<file path="src/rtl/mskaes_key_loader_pkg.sv">
// Shared definitions for the masked key loader.
// Contents:
//   - key-size mode encodings
//   - per-mode word counts
//   - the loader FSM state type
//   - small decode helpers for mode flags and the last word index
package mskaes_key_loader_pkg;

   localparam logic [1:0] KMODE_128 = 2'b00;
   localparam logic [1:0] KMODE_192 = 2'b01;
   localparam logic [1:0] KMODE_256 = 2'b10;

   localparam int unsigned NW_128 = 4;
   localparam int unsigned NW_192 = 6;
   localparam int unsigned NW_256 = 8;

   typedef enum logic {
      LOAD = 1'b0,
      HOLD = 1'b1
   } kl_state_e;

   // The reserved encoding 11 behaves as 256.
   function automatic logic mode_is_256(input logic [1:0] m);
      return (m == KMODE_256) || (m == 2'b11);
   endfunction

   function automatic logic mode_is_192(input logic [1:0] m);
      return (m == KMODE_192);
   endfunction

   // Index of the final word for the given mode flags.
   function automatic logic [2:0] last_index(input logic is_256, input logic is_192);
      if (is_256)
         return 3'(NW_256 - 1);
      else if (is_192)
         return 3'(NW_192 - 1);
      else
         return 3'(NW_128 - 1);
   endfunction

endpackage

</file>
<file path="src/rtl/mskaes_key_word_slot.sv">
// One shared key word of storage.
// Ports:
//   clk  - clock
//   rst  - synchronous active-high reset (clears to all-zero sharing)
//   clr  - synchronous clear (zeroization), wins over load
//   load - write enable
//   din  - shared word in, W bits
//   q    - stored shared word, W bits
// Every bit is stored independently; no mixing between shares.
module mskaes_key_word_slot #(
   parameter int unsigned W = 64
) (
   input  logic         clk,
   input  logic         rst,
   input  logic         clr,
   input  logic         load,
   input  logic [W-1:0] din,
   output logic [W-1:0] q
);

   always_ff @(posedge clk) begin
      if (rst || clr)
         q <= '0;
      else if (load)
         q <= din;
   end

endmodule

</file>
<file path="src/rtl/mskaes_key_loader.sv">
// Masked key loader.
// Collects the shared cipher key as 32*d-bit shared words and presents the
// assembled 256*d-bit shared key to the core. Storage is zeroized once the
// core has taken the key, or on flush.
// Ports:
//   clk, rst         - clock, synchronous active-high reset
//   flush            - synchronous abort: zeroize, back to LOAD
//   in_mode[1:0]     - key size, sampled with the first word
//   in_valid/in_ready- input word handshake
//   in_data          - shared key word, byte b at [8*d*b +: 8*d]
//   out_valid/out_ready - key handoff handshake
//   sh_key           - assembled shared key, word w at [32*d*w +: 32*d]
//   out_mode_256/192 - latched mode flags
module mskaes_key_loader
   import mskaes_key_loader_pkg::*;
#(
   parameter int unsigned d = 2
) (
   input  logic              clk,
   input  logic              rst,
   input  logic              flush,
   input  logic [1:0]        in_mode,
   input  logic              in_valid,
   output logic              in_ready,
   input  logic [32*d-1:0]   in_data,
   output logic              out_valid,
   input  logic              out_ready,
   output logic [256*d-1:0]  sh_key,
   output logic              out_mode_256,
   output logic              out_mode_192
);

   kl_state_e   state;
   logic [2:0]  cnt;
   logic        mode_256_q;
   logic        mode_192_q;

   logic        accept;
   logic        consume;
   logic        slot_clr;
   logic        cur_256;
   logic        cur_192;
   logic [2:0]  last_idx;

   // Handshake flags decode from the state register only.
   assign in_ready  = (state == LOAD);
   assign out_valid = (state == HOLD);

   assign accept   = in_valid  && in_ready;
   assign consume  = out_valid && out_ready;
   assign slot_clr = flush || consume;

   // On the first word the mode comes straight from in_mode; afterwards
   // the latched flags decide when the load is complete.
   always_comb begin
      cur_256 = mode_256_q;
      cur_192 = mode_192_q;
      if (cnt == 3'd0) begin
         cur_256 = mode_is_256(in_mode);
         cur_192 = mode_is_192(in_mode);
      end
      last_idx = last_index(cur_256, cur_192);
   end

   always_ff @(posedge clk) begin
      if (rst || flush) begin
         state      <= LOAD;
         cnt        <= '0;
         mode_256_q <= 1'b0;
         mode_192_q <= 1'b0;
      end else begin
         case (state)
            LOAD: begin
               if (accept) begin
                  if (cnt == 3'd0) begin
                     mode_256_q <= cur_256;
                     mode_192_q <= cur_192;
                  end
                  if (cnt == last_idx) begin
                     state <= HOLD;
                     cnt   <= '0;
                  end else begin
                     cnt <= cnt + 3'd1;
                  end
               end
            end
            HOLD: begin
               if (out_ready) begin
                  state      <= LOAD;
                  mode_256_q <= 1'b0;
                  mode_192_q <= 1'b0;
               end
            end
            default: state <= LOAD;
         endcase
      end
   end

   assign out_mode_256 = mode_256_q;
   assign out_mode_192 = mode_192_q;

   for (genvar w = 0; w < 8; w++) begin : g_slot
      mskaes_key_word_slot #(
         .W(32*d)
      ) u_slot (
         .clk  (clk),
         .rst  (rst),
         .clr  (slot_clr),
         .load (accept && (cnt == 3'(w))),
         .din  (in_data),
         .q    (sh_key[32*d*w +: 32*d])
      );
   end

endmodule

</file>
<file path="config.mk">
export PLATFORM = sky130hd
export DESIGN_NAME = mskaes_key_loader
export DESIGN_NICKNAME = d
export VERILOG_FILES = /design/src/rtl/mskaes_key_loader_pkg.sv /design/src/rtl/mskaes_key_word_slot.sv /design/src/rtl/mskaes_key_loader.sv
export SDC_FILE = /design/constraint.sdc
export NUM_CORES = 1
export LEC_CHECK = 0
export CELL_PAD_IN_SITES_DETAIL_PLACEMENT = 2
export CELL_PAD_IN_SITES_GLOBAL_PLACEMENT = 2
export CORE_ASPECT_RATIO = 0.9
export CORE_MARGIN = 2
export CORE_UTILIZATION = 23
export DETAILED_ROUTE_END_ITERATION = 6
export PLACE_DENSITY = 0.74
export SLEW_MARGIN = 20
export SYNTH_ARGS = -nofsm -noshare
export SYNTH_HDL_FRONTEND = slang
export SYNTH_SLANG_ARGS = --single-unit
</file>
<file path="constraint.sdc">
create_clock -name clk -period 1.68 [get_ports clk]
set_clock_uncertainty 0.15 [all_clocks]
set_input_delay 0.252 -clock clk [delete_from_list [all_inputs] [get_ports clk]]
set_output_delay 0.252 -clock clk [all_outputs]
set_load 0.02 [all_outputs]
</file>
==> run_results.csv <==
group,metric,value,unit
worst_setup_path,worstPathRequired,2060,ps
drt,vias,19800,
synth,ys_top_cells_by_area,"dfxtp_1 56%, nand2_1 21%, a21oi_1 14%",
synth,syn_area,0.0185,mm²
drt,dr.first_iter.drc_count,940,
grt,first_global_vias,21100,
drt,drc,0,
timing,tightestPinTransition,648,ps
placement,dpl.cell_count,3891,
status,violations_in_the_final_reports,"negative setup slack",
clock_tree,cts.sinks,518,
drt,ant_nets,0,
clock_tree,clock_slew_at_the_register_clock_pins_of_the_worst_setup_and_hold_paths,60,ps
die,die_span_in_x,303,µm
finish,nets,3064,
min_path,timing.hold.worst_path_depth,3,
timing,setup_slack,-215,ps
worst_setup_path,path_class,"flip-flop to flip-flop",
pwr,power_density,917,mW/mm²
placement,numPortBuffers,586,
die,rows,98,
clock_tree,clock_latency,620,ps
timing,slew_viol_final,0,
min_path,min_to,"out_mode_256",
synth,total_of_warnings_raised_by_yosys,0,
grt,antenna_found_initial,6,
timing,setup_viol_count_final,458,
worst_setup_path,r2r-end,"g_slot[4].u_slot.q[38]",
clock_tree,number_of_buffers_created_by_cts,59,
synth,synth.avg_cell_area,7.89,µm²
grt,grt_max_degree,45,
placement,place.detailed.hpwl,64200,µm
finish,area.growth.synth_to_final,66.1,%
pwr,peakVddDrop,0.000771,V
die,floorplan.initialDensity,23.2,%
synth,synth_seq_area_share,56.2,%
finish,final.fill_count,8611,
min_path,hold_path.class,"input port to flip-flop",
timing,unrepaired_setup_endpoints_after_global_routing,"true",
finish,finish.cell_count_without_fillers,4087,
synth,synth.net_count,2415,
clock_tree,cts_max_path_buffers,3,
synth,netlist_instances,2338,
timing,final-hold-violation-count,0,
synth,synthDominantAreaCellType,"dfxtp_1",
clock_tree,clock_tree_from_tritoncts,"yes",
grt,grt_overflow,0,
drt,avgRoutedWirePerCell,27.0,µm
min_path,min-delay-start,"in_mode[1]",
synth,synth.distinct_cells,31,
drt,drt_first_pass_iters,5,
worst_setup_path,crit_path_end_kind,"flip-flop",
synth,yosys_register_bits,518,
drt,finalWirelength,110000,µm
synth,yosysTopAreaCellShare,56.2,%
job,timing.max_cap.violations,0,
grt,grt_util_overall,22.8,%
finish,drive_gt1_share,38.0,%
die,ios,587,
clock_tree,h-tree-depth,2,
worst_setup_path,crit_arrival,2270,ps
worst_setup_path,r2r-start,"cnt[1]",
pwr,p_leak,0.0111,µW
grt,first_pass_grt_wire_length,140000,µm
die,floorplan.die.height,273,µm
worst_setup_path,setup_slack_reg_to_reg,-220,ps
timing,timing.hold.ws,113,ps
placement,globalplace.congestion,0.802,
die,coreArea,0.0795,mm²
drt,via_per_inst,4.84,
worst_setup_path,critical_path.startpoint_type,"flip-flop",
die,design.die.area,0.0825,mm²
timing,timing.max_slew.rel_slack,56.7,%
timing,finalCritPeriodShare,113,%
status,status,"complete, but fails checks",
worst_setup_path,crit_path_max_fanout,8,
worst_setup_path,timing.reg2reg.worst_path_depth,9,
clock_tree,cts_root_buf,"clkbuf_16",
timing,fin_crit,1900,ps
timing,max_clock_freq,528,MHz
## power breakdown
group | switching (µW) | leakage, µW | internal [µW]
Sequential | 46.1 | 0.00418 | 12300
Combinational | 1270 | 0.00587 | 709
Clock | 5550 | 0.00100 | 8200
Total | 6870 | 0.0111 | 21300
## registers in the layout (all words and copies together), names as in the netlist
register         cells
g_slot.u_slot.q    512
out_valid            1
out_mode_192         1
out_mode_256         1
cnt                  3
## stage by stage
stage	setup slack [ps]	power (µW)	cell area [µm²]	TNS, ps	utilization [%]
3_3_place_gp	-265	14200	26100	-107910	32.9
2_1_floorplan	7.27	13400	18500	0	-
4_1_cts	-128	28000	28300	-20780	35.6
3_5_place_dp	-403	14300	26100	-145180	32.9
5_1_grt	-281	29000	30700	-74140	38.6
6_report	-215	28100	30700	-46430	38.6
## final cells by class
type | instances | area [µm²] | share of cell area (%)
Antenna cell | 2 | 5.00 | 0.0163
Clock buffer | 90 | 1790 | 5.82
Clock inverter | 19 | 254 | 0.828
Inverter | 4 | 20.0 | 0.0653
Multi-Input combinational cell | 1592 | 8290 | 27.0
Sequential cell | 518 | 10400 | 33.9
Tap cell | 1050 | 1310 | 4.28
Timing Repair Buffer | 812 | 8610 | 28.1
## synthesized netlist by cell type
cell      count
buf_2       134
dfxtp_1     518
nand3b_1      1
a22o_1        1
o22ai_1       1
nand2_1    1027
inv_1         4
nor3_4        2
and2b_1       1
nor3_1        2
and2_1        2
nor3_2        1
nand2_2       6
buf_6        26
nand3_2       4
or2_2         1
nand2b_4      1
nor3b_1       1
a41o_1        1
o211ai_1      1
xnor2_1       1
nand3_1       5
o32a_1        1
nor2_1        6
buf_4         8
a21oi_1     516
buf_1        14
nor2b_2       1
clkbuf_1     42
ha_1          6
nor2_4        3
## metal layers
layer	wire, µm	up-vias	GRT usage, %
li1	-	8773	-
met2	52900	660	39.2
met5	50	-	0
met4	4080	8	9.10
met3	6860	217	6.04
met1	46500	10100	27.0
## cell families after synthesis
logic type	after synthesis	share of synthesized area [%]
AO/OA/AOI/OAI	521	14.2
XOR/XNOR	1	0.0475
adder cells (fa/ha/maj)	6	0.407
buffers and inverters	228	6.77
flip-flops	518	56.2
AND/OR/NAND/NOR	1064	22.4
## worst max path at each step
stage,start,endpoint,slack [ps],depth (start not counted)
3_5_place_dp,in_valid,g_slot[1].u_slot.q[30],-400,7
2_1_floorplan,out_valid,g_slot[6].u_slot.q[10],7,6
3_3_place_gp,in_valid,g_slot[2].u_slot.q[6],-260,7
4_1_cts,cnt[1],g_slot[7].u_slot.q[6],-130,6
6_report,cnt[1],g_slot[4].u_slot.q[38],-220,9
5_1_grt,cnt[1],g_slot[0].u_slot.q[42],-280,8
## critical path: stages (launching register included)
cell and delay [ps]:
dfxtp_4 420, inv_4 70, ha_4 180, buf_6 110, buf_8 130, nand3_4 110
buf_12 150, clkbuf_16 180, nand2_1 90, a21oi_1 210
## cells in the final DEF (no fill, tap or decap), types with 17 or more instances in the layout
| cell type | Yosys | layout |
|---|---|---|
| buf_2 | 134 | 221 |
| nand2_4 | 0 | 64 |
| buf_4 | 8 | 97 |
| a21oi_2 | 0 | 181 |
| clkdlybuf4s50_1 | 0 | 70 |
| dfxtp_1 | 518 | 513 |
| clkbuf_16 | 0 | 93 |
| clkdlybuf4s15_2 | 0 | 283 |
| nand2_1 | 1027 | 927 |
| nand2_2 | 6 | 40 |
| buf_16 | 0 | 17 |
| buf_12 | 0 | 60 |
| a21oi_1 | 516 | 334 |
## repair_timing
| action | CTS | global route |
|---|---|---|
| pin swaps | 17 | 139 |
| resized for setup | 1938 | 350 |
| gates cloned | 16 | 38 |
| hold buffers | 0 | 0 |
| endpoints found under the setup margin | 1032 | 608 |
| buffers inserted | 13 | 20 |
(Power assumes the default switching activity.)
